[config.mk]
export PLATFORM = sky130hd
export DESIGN_NAME = vram_writer_flat
export DESIGN_NICKNAME = d
export VERILOG_FILES = /design/src/rtl/vram_writer_if.sv /design/src/rtl/vram_writer.sv /design/src/flat_wrapper.sv
export SDC_FILE = /design/constraint.sdc
export NUM_CORES = 1
export LEC_CHECK = 0
export ABC_AREA = 1
export CORE_MARGIN = 8
export CORE_UTILIZATION = 40
export DETAILED_ROUTE_END_ITERATION = 10
export GPL_TIMING_DRIVEN = 0
export MAX_ROUTING_LAYER = met4
export PLACE_DENSITY = 0.62
export SYNTH_ARGS = -nofsm -noshare
export SYNTH_HDL_FRONTEND = slang
export SYNTH_SLANG_ARGS = --single-unit
[constraint.sdc]
create_clock -name clk -period 9.05 [get_ports clk]
set_clock_uncertainty 0.15 [all_clocks]
set_input_delay 1.81 -clock clk [delete_from_list [all_inputs] [get_ports clk]]
set_output_delay 1.81 -clock clk [all_outputs]
set_load 0.05 [all_outputs]
[src/rtl/vram_writer_if.sv]
// vram_writer_if: fill-command valid/ready bus between the CPU side and the VRAM writer
interface vram_writer_if #(
  parameter int ADDR_W = 20,
  parameter int LEN_W = 20
);
  logic cmd_valid;
  logic cmd_ready;
  logic [ADDR_W-1:0] cmd_addr;
  logic [LEN_W-1:0] cmd_len;
  logic [7:0] cmd_data;
  modport master(output cmd_valid, cmd_addr, cmd_len, cmd_data, input cmd_ready);
  modport slave(input cmd_valid, cmd_addr, cmd_len, cmd_data, output cmd_ready);
endinterface

[src/rtl/vram_writer.sv]
// vram_writer: queued fill engine driving the VRAM write port; VRAM_WRITER_BLANK_GATE_EN gates writes to blanking
module vram_writer #(
  parameter int ADDR_W = 20,
  parameter int LEN_W = 20,
  parameter int VRAM_DEPTH = 307200,
  parameter int FIFO_DEPTH = 4
) (
  input logic clk,
  input logic rst_n,
`ifdef VRAM_WRITER_BLANK_GATE_EN
  input logic video_enable,
`endif
  vram_writer_if.slave cmd,
  output logic [ADDR_W-1:0] vram_address,
  output logic w_enable,
  output logic [7:0] w_data,
  output logic busy,
  output logic [$clog2(FIFO_DEPTH):0] fifo_count
);
  localparam int PW = $clog2(FIFO_DEPTH);
  localparam logic [ADDR_W-1:0] LAST = ADDR_W'(VRAM_DEPTH - 1);
  localparam logic [PW:0] FULL = (PW + 1)'(FIFO_DEPTH);
  typedef enum logic {IDLE, RUN} state_t;
  state_t state, state_nx;
  logic [ADDR_W-1:0] q_addr [FIFO_DEPTH];
  logic [LEN_W-1:0] q_len [FIFO_DEPTH];
  logic [7:0] q_data [FIFO_DEPTH];
  logic [PW-1:0] wp, rp;
  logic [ADDR_W-1:0] cur_addr;
  logic [LEN_W-1:0] remain;
  logic [7:0] data;
  logic push, pop, go;
  assign cmd.cmd_ready = fifo_count != FULL;
  assign push = cmd.cmd_valid && cmd.cmd_ready;
  assign pop = state == IDLE && fifo_count != '0;
`ifdef VRAM_WRITER_BLANK_GATE_EN
  assign go = state == RUN && !video_enable;
`else
  assign go = state == RUN;
`endif
  assign busy = state != IDLE || fifo_count != '0;
  // command storage, written on accept; contents never need a reset
  always_ff @(posedge clk)
    if (push) begin
      q_addr[wp] <= cmd.cmd_addr;
      q_len[wp] <= cmd.cmd_len;
      q_data[wp] <= cmd.cmd_data;
    end
  // FIFO pointers and occupancy; a push and pop together leave the count alone
  always_ff @(posedge clk or negedge rst_n)
    if (!rst_n) begin
      wp <= '0;
      rp <= '0;
      fifo_count <= '0;
    end else begin
      if (push) wp <= wp + PW'(1);
      if (pop) rp <= rp + PW'(1);
      if (push != pop) fifo_count <= push ? fifo_count + (PW + 1)'(1) : fifo_count - (PW + 1)'(1);
    end
  // engine state register
  always_ff @(posedge clk or negedge rst_n)
    if (!rst_n) state <= IDLE;
    else state <= state_nx;
  // zero-length commands are popped but never leave IDLE
  always_comb begin
    state_nx = state;
    state_nx = state == IDLE ? ((pop && q_len[rp] != '0) ? RUN : IDLE)
                             : ((go && remain == LEN_W'(1)) ? IDLE : RUN);
  end
  // fill datapath and registered write port; address wraps at the end of VRAM
  always_ff @(posedge clk or negedge rst_n)
    if (!rst_n) begin
      cur_addr <= '0;
      remain <= '0;
      data <= '0;
      vram_address <= '0;
      w_data <= '0;
      w_enable <= 1'b0;
    end else begin
      w_enable <= go;
      if (pop) begin
        cur_addr <= q_addr[rp];
        remain <= q_len[rp];
        data <= q_data[rp];
      end
      if (go) begin
        vram_address <= cur_addr;
        w_data <= data;
        cur_addr <= cur_addr == LAST ? '0 : cur_addr + ADDR_W'(1);
        remain <= remain - LEN_W'(1);
      end
    end
endmodule

[src/flat_wrapper.sv]
// flat-port wrapper written by rule: the top's interface ports become plain ports
module vram_writer_flat 
#(
  parameter int ADDR_W = 20,
  parameter int LEN_W = 20,
  parameter int VRAM_DEPTH = 307200,
  parameter int FIFO_DEPTH = 4
)
  (clk, rst_n, vram_address, w_enable, w_data, busy, fifo_count, cmd_cmd_valid, cmd_cmd_addr, cmd_cmd_len, cmd_cmd_data, cmd_cmd_ready);
  vram_writer_if #(.ADDR_W(ADDR_W), .LEN_W(LEN_W)) cmd_i ();
  input logic clk;
  input logic rst_n;
  output logic [ADDR_W-1:0] vram_address;
  output logic w_enable;
  output logic [7:0] w_data;
  output logic busy;
  output logic [$clog2(FIFO_DEPTH):0] fifo_count;
  input wire logic [$bits(cmd_i.cmd_valid)-1:0] cmd_cmd_valid;
  input wire logic [$bits(cmd_i.cmd_addr)-1:0] cmd_cmd_addr;
  input wire logic [$bits(cmd_i.cmd_len)-1:0] cmd_cmd_len;
  input wire logic [$bits(cmd_i.cmd_data)-1:0] cmd_cmd_data;
  output wire logic [$bits(cmd_i.cmd_ready)-1:0] cmd_cmd_ready;
  assign cmd_i.cmd_valid = cmd_cmd_valid;
  assign cmd_i.cmd_addr = cmd_cmd_addr;
  assign cmd_i.cmd_len = cmd_cmd_len;
  assign cmd_i.cmd_data = cmd_cmd_data;
  assign cmd_cmd_ready = cmd_i.cmd_ready;
  vram_writer #(.ADDR_W(ADDR_W), .LEN_W(LEN_W), .VRAM_DEPTH(VRAM_DEPTH), .FIFO_DEPTH(FIFO_DEPTH)) u_core (.clk(clk), .rst_n(rst_n), .cmd(cmd_i), .vram_address(vram_address), .w_enable(w_enable), .w_data(w_data), .busy(busy), .fifo_count(fifo_count));
endmodule
==> results.ini <==
[synthesis]
ys_ff_latch=277
synth_cell_types=36
synth-seq-area-share=0.680
syn_inst=1073
synth-xor-area-share=0.00755
synthAdderAreaFrac=0.00927
yosys.area_share.simple=0.163
synth_top_family_by_area=simple AND/OR/NAND/NOR gates
yosysWarnings=0
synth.net_count=1132
synth-compound-area-share=0.0971
syn_avg_cell_area_um2=10.8
syn_area_um2=11600
synthMuxAreaShare=0

[global_route]
grt_pass1_vias=8223
grt_start_max_net_pins=69
grt_usage=0.172
grt_overflow=0
antenna_found_initial=0
grt_pass1_wl_mm=47.0

[final_layout]
final_cell_mix=nand2_1 (237), edfxtp_1 (192), o21ai_0 (117), nor2_1 (104), dfrtp_1 (85)
layout.nets=1253
design_area_um2=14000
diodes=0
final_common_cell=nand2_1
fin_util=0.491
drive_gt1_frac=0.0913
area_growth_pct=21.0

[clock_tree]
clock_tree.htree_level_count=1
cts_tree=yes
numCtsBuffers=28
cts.hold.buffers_added=0
clockBufferDepth=3
post_cts_buffers=0
post_cts_resize_count=0
clk_pin_slew_ps=70
clk_latency_ps=540
clock-sinks=277
root_buffer=clkbuf_16

[sta]
post-route-worst-setup-slack_ps=4250
fin_crit_ps=4800
finalMaxSlewViolations=0
setup_tns_ps=0
worst_pin_slew_ps=927
grt_setup_unrepaired=false
setup_viol=0
max_freq_ghz=0.208
finalCritPeriodShare=0.531
hold_viol_final=0
slew_headroom=0.381

[die]
num_rows=62
die_area_um2=34700
die_width_um=186
start_util=0.405
ios=85
die_h_um=186
core-area_um2=28600

[hold_path]
hold_class=reg2reg
hold_path.startpoint=u_core.vram_address[10]
min_path_cells=2
min_delay_worst_endpoint=u_core.vram_address[10]

[pwr]
ir_drop_mv=0.0990
p_leak_nw=5.32
p_per_area_nw_per_um2=223

[setup_path]
rr_endpoint=u_core.q_addr[3][13]
r2r_slack_ps=6610
regToRegStartpoint=u_core.fifo_count[0]
critPathKind=reg2out
rr_worst_depth=5
start_kind=flip-flop
cp_max_fo=10
cp.required_ps=7090
cp_data_arrival_time_ps=2840
critPathCaptureType=output pin

[detailed_routing]
ant_nets=0
finalWirelength_mm=29.6
remaining_drc_errors=0
via_count=8263
vias_per_cell=5.16
drt-pass1-iter-count=6
drt_iter0_markers=663
wl_per_cell_um=18.5

[placed_design]
place_ws_ps=4810
dp_hpwl_mm=20.2
placedInstanceArea_um2=13100
portBuffers=84
gp_congestion=0.892

[status]
status=completed

[flow_run]
drv_cap=0

## synthesized netlist by cell type, drive strengths merged
cell type | count | area (um^2)
nor2 | 116 | 460
o221ai | 6 | 52.6
a21oi | 23 | 115
xor2 | 10 | 87.6
fa | 1 | 20.0
inv | 74 | 278
dfrtp | 85 | 2130
a31o | 1 | 8.76
o22ai | 26 | 163
nand3 | 72 | 365
buf | 30 | 155
o21bai | 2 | 15.0
edfxtp | 192 | 5770
a22oi | 12 | 90.1
or2 | 1 | 6.26
o211ai | 4 | 35.0
o2111ai | 1 | 8.76
o31ai | 1 | 7.51
nand2 | 241 | 915
nand4 | 9 | 56.3
clkbuf | 19 | 71.3
a31oi | 5 | 31.3
ha | 7 | 87.6
nor3 | 15 | 85.1
o21ai | 120 | 601
## power by group
group / internal, mW / total (mW) / switching, mW
logic: 0.118 / 0.380 / 0.262
registers: 1.56 / 1.60 / 0.0441
clock network: 0.657 / 1.14 / 0.485
total: 2.34 / 3.13 / 0.790
## critical path: stages, from the launching register on
cell and delay (ps):
dfrtp_1 520, inv_2 180, nand2_1 200, clkbuf_1 480, clkdlybuf4s50_1 920
## per-stage QoR
| stage | total power [mW] | std cells | hold WS [ps] |
|---|---|---|---|
| finish | 3.13 | 1600 | 329 |
| global route | 3.25 | 1600 | 356 |
| CTS | 3.15 | 1600 | 333 |
| detailed placement | 2.02 | 1548 | 320 |
| global placement | 1.98 | 1541 | 308 |
| floorplan | 1.82 | 1073 | 296 |
## cell families after synthesis
group | count (synthesis)
and+or+nand+nor | 454
DFF | 277
AOI/OAI and AO/OA | 201
buffers and inverters | 123
xor gates and xnor gates | 10
adders and majority gates | 8
## state kept, by name, summed over array words and instances, names as in the netlist
register / flops
u_core.data: 8
u_core.w_data: 8
u_core.q_data: 32
u_core.q_addr: 80
u_core.wp: 2
u_core.w_enable: 1
u_core.rp: 2
u_core.cur_addr: 20
u_core.vram_address: 20
u_core.remain: 20
u_core.fifo_count: 3
u_core.q_len: 80
u_core.go: 1
## worst max path at each step
stage / to / from / slack [ps]
2_1_floorplan: u_core.q_addr[0][0] / cmd_cmd_valid / 4440
6_report: busy / u_core.go / 4250
3_5_place_dp: busy / u_core.go / 4810
3_3_place_gp: u_core.q_data[3][6] / cmd_cmd_valid / 1990
5_1_grt: busy / u_core.fifo_count[0] / 4090
4_1_cts: busy / u_core.go / 4210
## layout make-up
class                           count  area [um^2]
Clock inverter                     14          114
Tap cell                          384          480
Buffer                             49          226
Timing Repair Buffer               91         1000
Multi-Input combinational cell    673         3240
Sequential cell                   277         7890
Clock buffer                       38          810
Fill cell                        2544        14600
Inverter                           74          278
## layer usage
layer / part of all wire / global-route usage
met1: 0.46 / 0.237
met2: 0.47 / 0.270
met3: 0.062 / 0.0244
met4: 0.013 / 0.0376
met5: 0 / -
Note: power is estimated with default switching activity, not from simulation.
==> RTL change 1 (same flow settings) <==
`FIFO_DEPTH` is set to 4 in 2 places; all go to 2.
--- a/src/rtl/vram_writer.sv
+++ b/src/rtl/vram_writer.sv
@@ -4,5 +4,5 @@
   parameter int LEN_W = 20,
   parameter int VRAM_DEPTH = 307200,
-  parameter int FIFO_DEPTH = 4
+  parameter int FIFO_DEPTH = 2
 ) (
   input logic clk,
--- a/src/flat_wrapper.sv
+++ b/src/flat_wrapper.sv
@@ -5,5 +5,5 @@
   parameter int LEN_W = 20,
   parameter int VRAM_DEPTH = 307200,
-  parameter int FIFO_DEPTH = 4
+  parameter int FIFO_DEPTH = 2
 )
   (clk, rst_n, vram_address, w_enable, w_data, busy, fifo_count, cmd_cmd_valid, cmd_cmd_addr, cmd_cmd_len, cmd_cmd_data, cmd_cmd_ready);
Ports: changed (resized fifo_count); port bits go from 85 to 84. No check against the original RTL was run, so the function may have changed too.
==> RTL change 1 against the original RTL <==
Sequential cell count fell by 99; combinational power rose to 3.4 times the old value; worst setup slack improved by 0.092 ns; area after synthesis fell by 33%; critical path depth rose by 1; wire length fell by 37%; cell area fell by 31%; total power rose by 6.7%.
==> RTL change 1: results (changes against the original RTL) <==
- The static leakage came to 0.00404 µW (-24%).
- The global-route wire length before repair is 30.2 mm (-36%).
- The tightest slew margin relative to the limit is 0.469 (+0.0887).
- The number of buffers on the longest clock path is 2 (-1).
- The count of cell types in the netlist came to 39 (+8.3%).
- The layout multi-input combinational cell count is 543 (-19%).
- The fraction of area in clock buffers and inverters came to 0.0605 (-0.00523).
- The number of iterations in the first detailed-routing pass is 7 (+1).
- The largest net degree at the start of global routing is 57 (-17%).
- The compound-gate portion of the synthesized area was 0.0617 (-0.0354).
- The all-layer global routing usage is 0.167 (-0.00569).
- The global-route track usage on met2 is 0.253 (-0.0169).
- By area the synthesized netlist is led by edfxtp_1, dfrtp_1, nand2_1.
- In this run the critical register-to-register path is captured at u_core.q_len[1][12].
- The global routing usage on met3 came to 0.0327 (+0.00826).
- The clock latency reported for the late side of the worst-skew pair was 0.43 ns (-0.11 ns).
- The clock group total power was 736 µW (-35%).
- The length of routed met2 wiring came to 8.58 mm (-38%).
- The run finished with clean final reports.
- Sorting the synthesized cells by how often they occur yields nand2_1, edfxtp_1, nor2_1.
- The maximum level of the CTS H-tree is 4 (+3).
- The sequential area share after synthesis is 0.631 (-0.0494).
- The largest voltage drop on the vdd net is 0.190 mV (+91%).
- The count of port buffers added during placement is 83 (-1.2%).
- The sink count of the clock tree is 178 (-36%).
- The non-clock inverter total of the final layout came to 68 (-8.1%).
- The post-synthesis share of cell area spent on xor and xnor gates came to 0.0190 (+0.0115).
- The half-perimeter wire length after detailed placement is 13.4 mm (-33%).
- The areal power density over the cells is 345 nW/µm² (+55%).
- In the final layout, the registers with the most flip-flops are u_core.q_addr (40), u_core.q_len (40).
- The detailed-route vias per instance is 4.82 (-6.6%).
- The filler cell count was 1804 (-29%).
- The routed length on met1 is 8.87 mm (-34%).
- The total area of multi-input combinational cells is 2520 µm² (-22%).
- The arrival time of data at the critical path endpoint is 2.75 ns (-0.09 ns).
- The share of synthesized area spent on multiplexers came to 0.0115 (+0.0115).
- The total of clock buffers placed in the layout is 22 (-42%).
- The fraction of registers with async set or reset after synthesis is 0.461 (+0.154).
- The layout net count is 976 (-22%).
- The layout buffering overhead excluding clock cells was 0.106 (+0.0187).
- The fraction of layout instances using a drive strength above 1 is 0.0727 (-0.0186).
- The count of non-CTS buffers in the layout is 114 (-19%).
- The net switching power came to 1350 µW (+71%).
- The logic gate share of total power is 0.383 (+0.261).
- The number of synthesized flops with an enable pin is 96 (-50%).
==> RTL change 1: cell types whose count changed after synthesis, sizes merged, moves of 15 or more <==
| cell | change |
|---|---|
| edfxtp | -96 |
| o21ai | -79 |
| nand2 | +55 |
| nand3 | -35 |
| nor2 | -29 |
| a21oi | -20 |
| buf | -15 |
| o22ai | -15 |
==> RTL change 1: through the flow <==
stage               cell area, µm²  std cells  utilization  setup slack [ns]  hold slack [ns]
global placement              8990       1165        0.465              2.55            0.202
detailed placement            9070       1168        0.469              4.76            0.203
floorplan                     7830        817            -              4.50            0.199
CTS                           9650       1200        0.499              4.30            0.216
finish                        9650       1200        0.499              4.34            0.218
global route                  9650       1200        0.499              4.24            0.231
==> RTL change 1: worst min-delay path by stage <==
stage,cells after the start,startpoint,to
after floorplan,0,u_core.go,u_core.w_enable
after global placement,0,u_core.go,u_core.w_enable
after detailed placement,0,u_core.go,u_core.w_enable
after CTS,0,u_core.go,u_core.w_enable
after global routing,0,u_core.go,u_core.w_enable
final,0,u_core.go,u_core.w_enable
==> RTL change 2 (same settings) <==
Without the edit above. Register the output `fifo_count` once more, without a reset; this adds one clock of latency there. The other outputs are not delayed to match.
--- a/src/rtl/vram_writer.sv
+++ b/src/rtl/vram_writer.sv
@@ -22,4 +22,6 @@
   localparam logic [PW:0] FULL = (PW + 1)'(FIFO_DEPTH);
   typedef enum logic {IDLE, RUN} state_t;
+
+  logic [$clog2(FIFO_DEPTH):0] fifo_count_s0;
   state_t state, state_nx;
   logic [ADDR_W-1:0] q_addr [FIFO_DEPTH];
@@ -31,7 +33,7 @@
   logic [7:0] data;
   logic push, pop, go;
-  assign cmd.cmd_ready = fifo_count != FULL;
+  assign cmd.cmd_ready = fifo_count_s0 != FULL;
   assign push = cmd.cmd_valid && cmd.cmd_ready;
-  assign pop = state == IDLE && fifo_count != '0;
+  assign pop = state == IDLE && fifo_count_s0 != '0;
 `ifdef VRAM_WRITER_BLANK_GATE_EN
   assign go = state == RUN && !video_enable;
@@ -39,5 +41,5 @@
   assign go = state == RUN;
 `endif
-  assign busy = state != IDLE || fifo_count != '0;
+  assign busy = state != IDLE || fifo_count_s0 != '0;
   // command storage, written on accept; contents never need a reset
   always_ff @(posedge clk)
@@ -52,9 +54,9 @@
       wp <= '0;
       rp <= '0;
-      fifo_count <= '0;
+      fifo_count_s0 <= '0;
     end else begin
       if (push) wp <= wp + PW'(1);
       if (pop) rp <= rp + PW'(1);
-      if (push != pop) fifo_count <= push ? fifo_count + (PW + 1)'(1) : fifo_count - (PW + 1)'(1);
+      if (push != pop) fifo_count_s0 <= push ? fifo_count_s0 + (PW + 1)'(1) : fifo_count_s0 - (PW + 1)'(1);
     end
   // engine state register
@@ -91,4 +93,8 @@
       end
     end
+  always_ff @(posedge clk) begin
+    fifo_count <= fifo_count_s0;
+  end
+
 endmodule
 
Formal check against the unedited RTL: not equivalent (Yosys sat finds a counterexample within 4 cycles, from zero or initial values and one cycle with rst_n low).
==> RTL change 2 against the original RTL <==
Worst setup slack better by 0.19 ns; area after synthesis is 1.5% higher; wire length up 1.5%; sequential cell count up 3; total power rose by 2.1%; cell area rose by 1.6%; hold slack got worse by 0.070 ns; die area rose by 1.3%; first-iteration DRC count is 7.1% lower.
==> RTL change 2: results (changes against the original RTL) <==
- The count of cell types in the netlist is 40 (+11%).
- The via count of the first global-routing pass is 8323 (+1.2%).
- The number of iterations in the first detailed-routing pass is 5 (-1).
- The biggest fanout along the worst timing path came to 10 (unchanged).
- The layout net count is 1279 (+2.1%).
- The half-perimeter wire length after detailed placement is 21.0 mm (+4.0%).
- The fraction of layout instances using a drive strength above 1 is 0.0917 (+0.000431).
- The static leakage came to 0.00539 µW (+1.3%).
- The largest voltage drop on the vdd net is 0.141 mV (+43%).
- The global-route wire length before repair came to 47.7 mm (+1.5%).
- The fraction of registers with async set or reset after synthesis is 0.304 (-0.00329).
- The all-layer global routing usage is 0.174 (+0.00149).
- The family with the most delay on the worst path is buffers and inverters.
- The tightest slew margin relative to the limit is 0.492 (+0.111).
- The global placement routability congestion is 0.934 (+4.8%).
- The CTS buffer count is 29 (+3.6%).
- The commonest cells after synthesis are nand2_1, edfxtp_1, nor2_1.
- The largest net degree at the start of global routing is 47 (-32%).
- The buffer type at the clock tree root is clkbuf_16.
- The violation count after the first detailed-routing iteration is 616 (-7.1%).
- The routed length on met1 is 13.7 mm (+1.2%).
- After clock tree synthesis, the clock-pin slew on the worst setup and hold paths is 0.06 ns.
- In this run the top signal layer used is met4.
- The sequential area share after synthesis is 0.675 (-0.00480).
- The detailed-route vias per instance is 5.13 (-0.64%).
- The initial antenna violation count is 1 (+1).
- The arrival time of data at the critical path endpoint is 2.65 ns (-0.19 ns).
- The net count of the mapped netlist is 1156 (+2.1%).
- The buffer count from post-CTS setup fixing was 0 (unchanged).
- The total wirelength of the detailed-routed design is 30.0 mm (+1.5%).
- The total number of yosys warnings was 0 (unchanged).
- The run finished with clean final reports.
- By area the synthesized netlist is led by edfxtp_1, dfrtp_1, nand2_1.
- The length of routed met2 wiring is 13.8 mm (-0.56%).
- The clock latency reported for the late side of the worst-skew pair is 0.56 ns (+0.02 ns).
- The met3 wirelength from detailed routing is 2.05 mm (+12%).
- The largest stage delay on the critical path is 0.86 ns (-0.06 ns).
[RTL change 2: cell count changes after synthesis, moves of 6 or more]
cell / change
buf_2: +6
clkbuf_1: -6
o21ai_0: -22
inv_1: -14
nand2_1: +37
nor2_1: +12
[RTL change 2: worst reg2reg max path, stage by stage (launching register included)]
cell,delay [ns]
dfrtp_1,0.42
nor2_1,0.09
nand2_1,0.12
nand2_2,0.24
nor2_4,0.67
buf_12,0.30
[RTL change 2: cell families after synthesis]
group,count (synthesis),synth area share
simple gates,512,0.182
flops,280,0.675
compound gates,177,0.0859
buf+inv,108,0.0390
xor+xnor,12,0.00892
fa+ha+maj,8,0.00914
[RTL change 2: per-layer routing]
layer,global-route usage,vias up
met5,-,-
met4,0.0403,0
met3,0.0282,40
met2,0.273,268
met1,0.235,4043
li1,-,4034
[RTL change 2: worst paths after layout]
check / startpoint / end / slack (ns) / cells after the start
worst max-delay path: u_core.fifo_count_s0[0] / busy / 4.44 / 6
worst min-delay path: u_core.fifo_count_s0[2] / u_core.fifo_count[2] / 0.26 / 0
worst max register to register: u_core.fifo_count_s0[0] / u_core.q_addr[1][19] / 6.73 / 5
worst min register to register: u_core.fifo_count_s0[2] / u_core.fifo_count[2] / 0.26 / 0
max in group asynchronous: rst_n / u_core.remain[6] / 7.05 / 2
min in group asynchronous: rst_n / u_core.vram_address[10] / 1.08 / 1
[RTL change 2: layout make-up]
| class | instances | area [µm²] |
|---|---|---|
| fill | 2702 | 15100 |
| sequential | 280 | 7950 |
| multi-input combinational | 709 | 3400 |
| timing repair buffer | 92 | 1030 |
| clock buffer | 40 | 767 |
| tap | 390 | 488 |
| buffer | 51 | 245 |
| inverter | 57 | 214 |
| clock inverter | 14 | 168 |
| antenna | 1 | 2.50 |
[RTL change 2: through the flow]
step | worst slack (ns) | power, µW | hold slack (ns) | cells | cell area (µm²)
floorplan | 4.44 | 1850 | 0.218 | 1097 | 11800
global placement | 2.18 | 2010 | 0.237 | 1571 | 13100
detailed placement | 4.99 | 2050 | 0.243 | 1579 | 13300
CTS | 4.39 | 3220 | 0.265 | 1633 | 14300
global route | 4.27 | 3320 | 0.290 | 1634 | 14300
finish | 4.44 | 3190 | 0.259 | 1634 | 14300
[RTL change 2: power by group]
group	switching, µW	internal (µW)
clock network	489	682
logic	264	131
registers	46.4	1580
total	800	2390
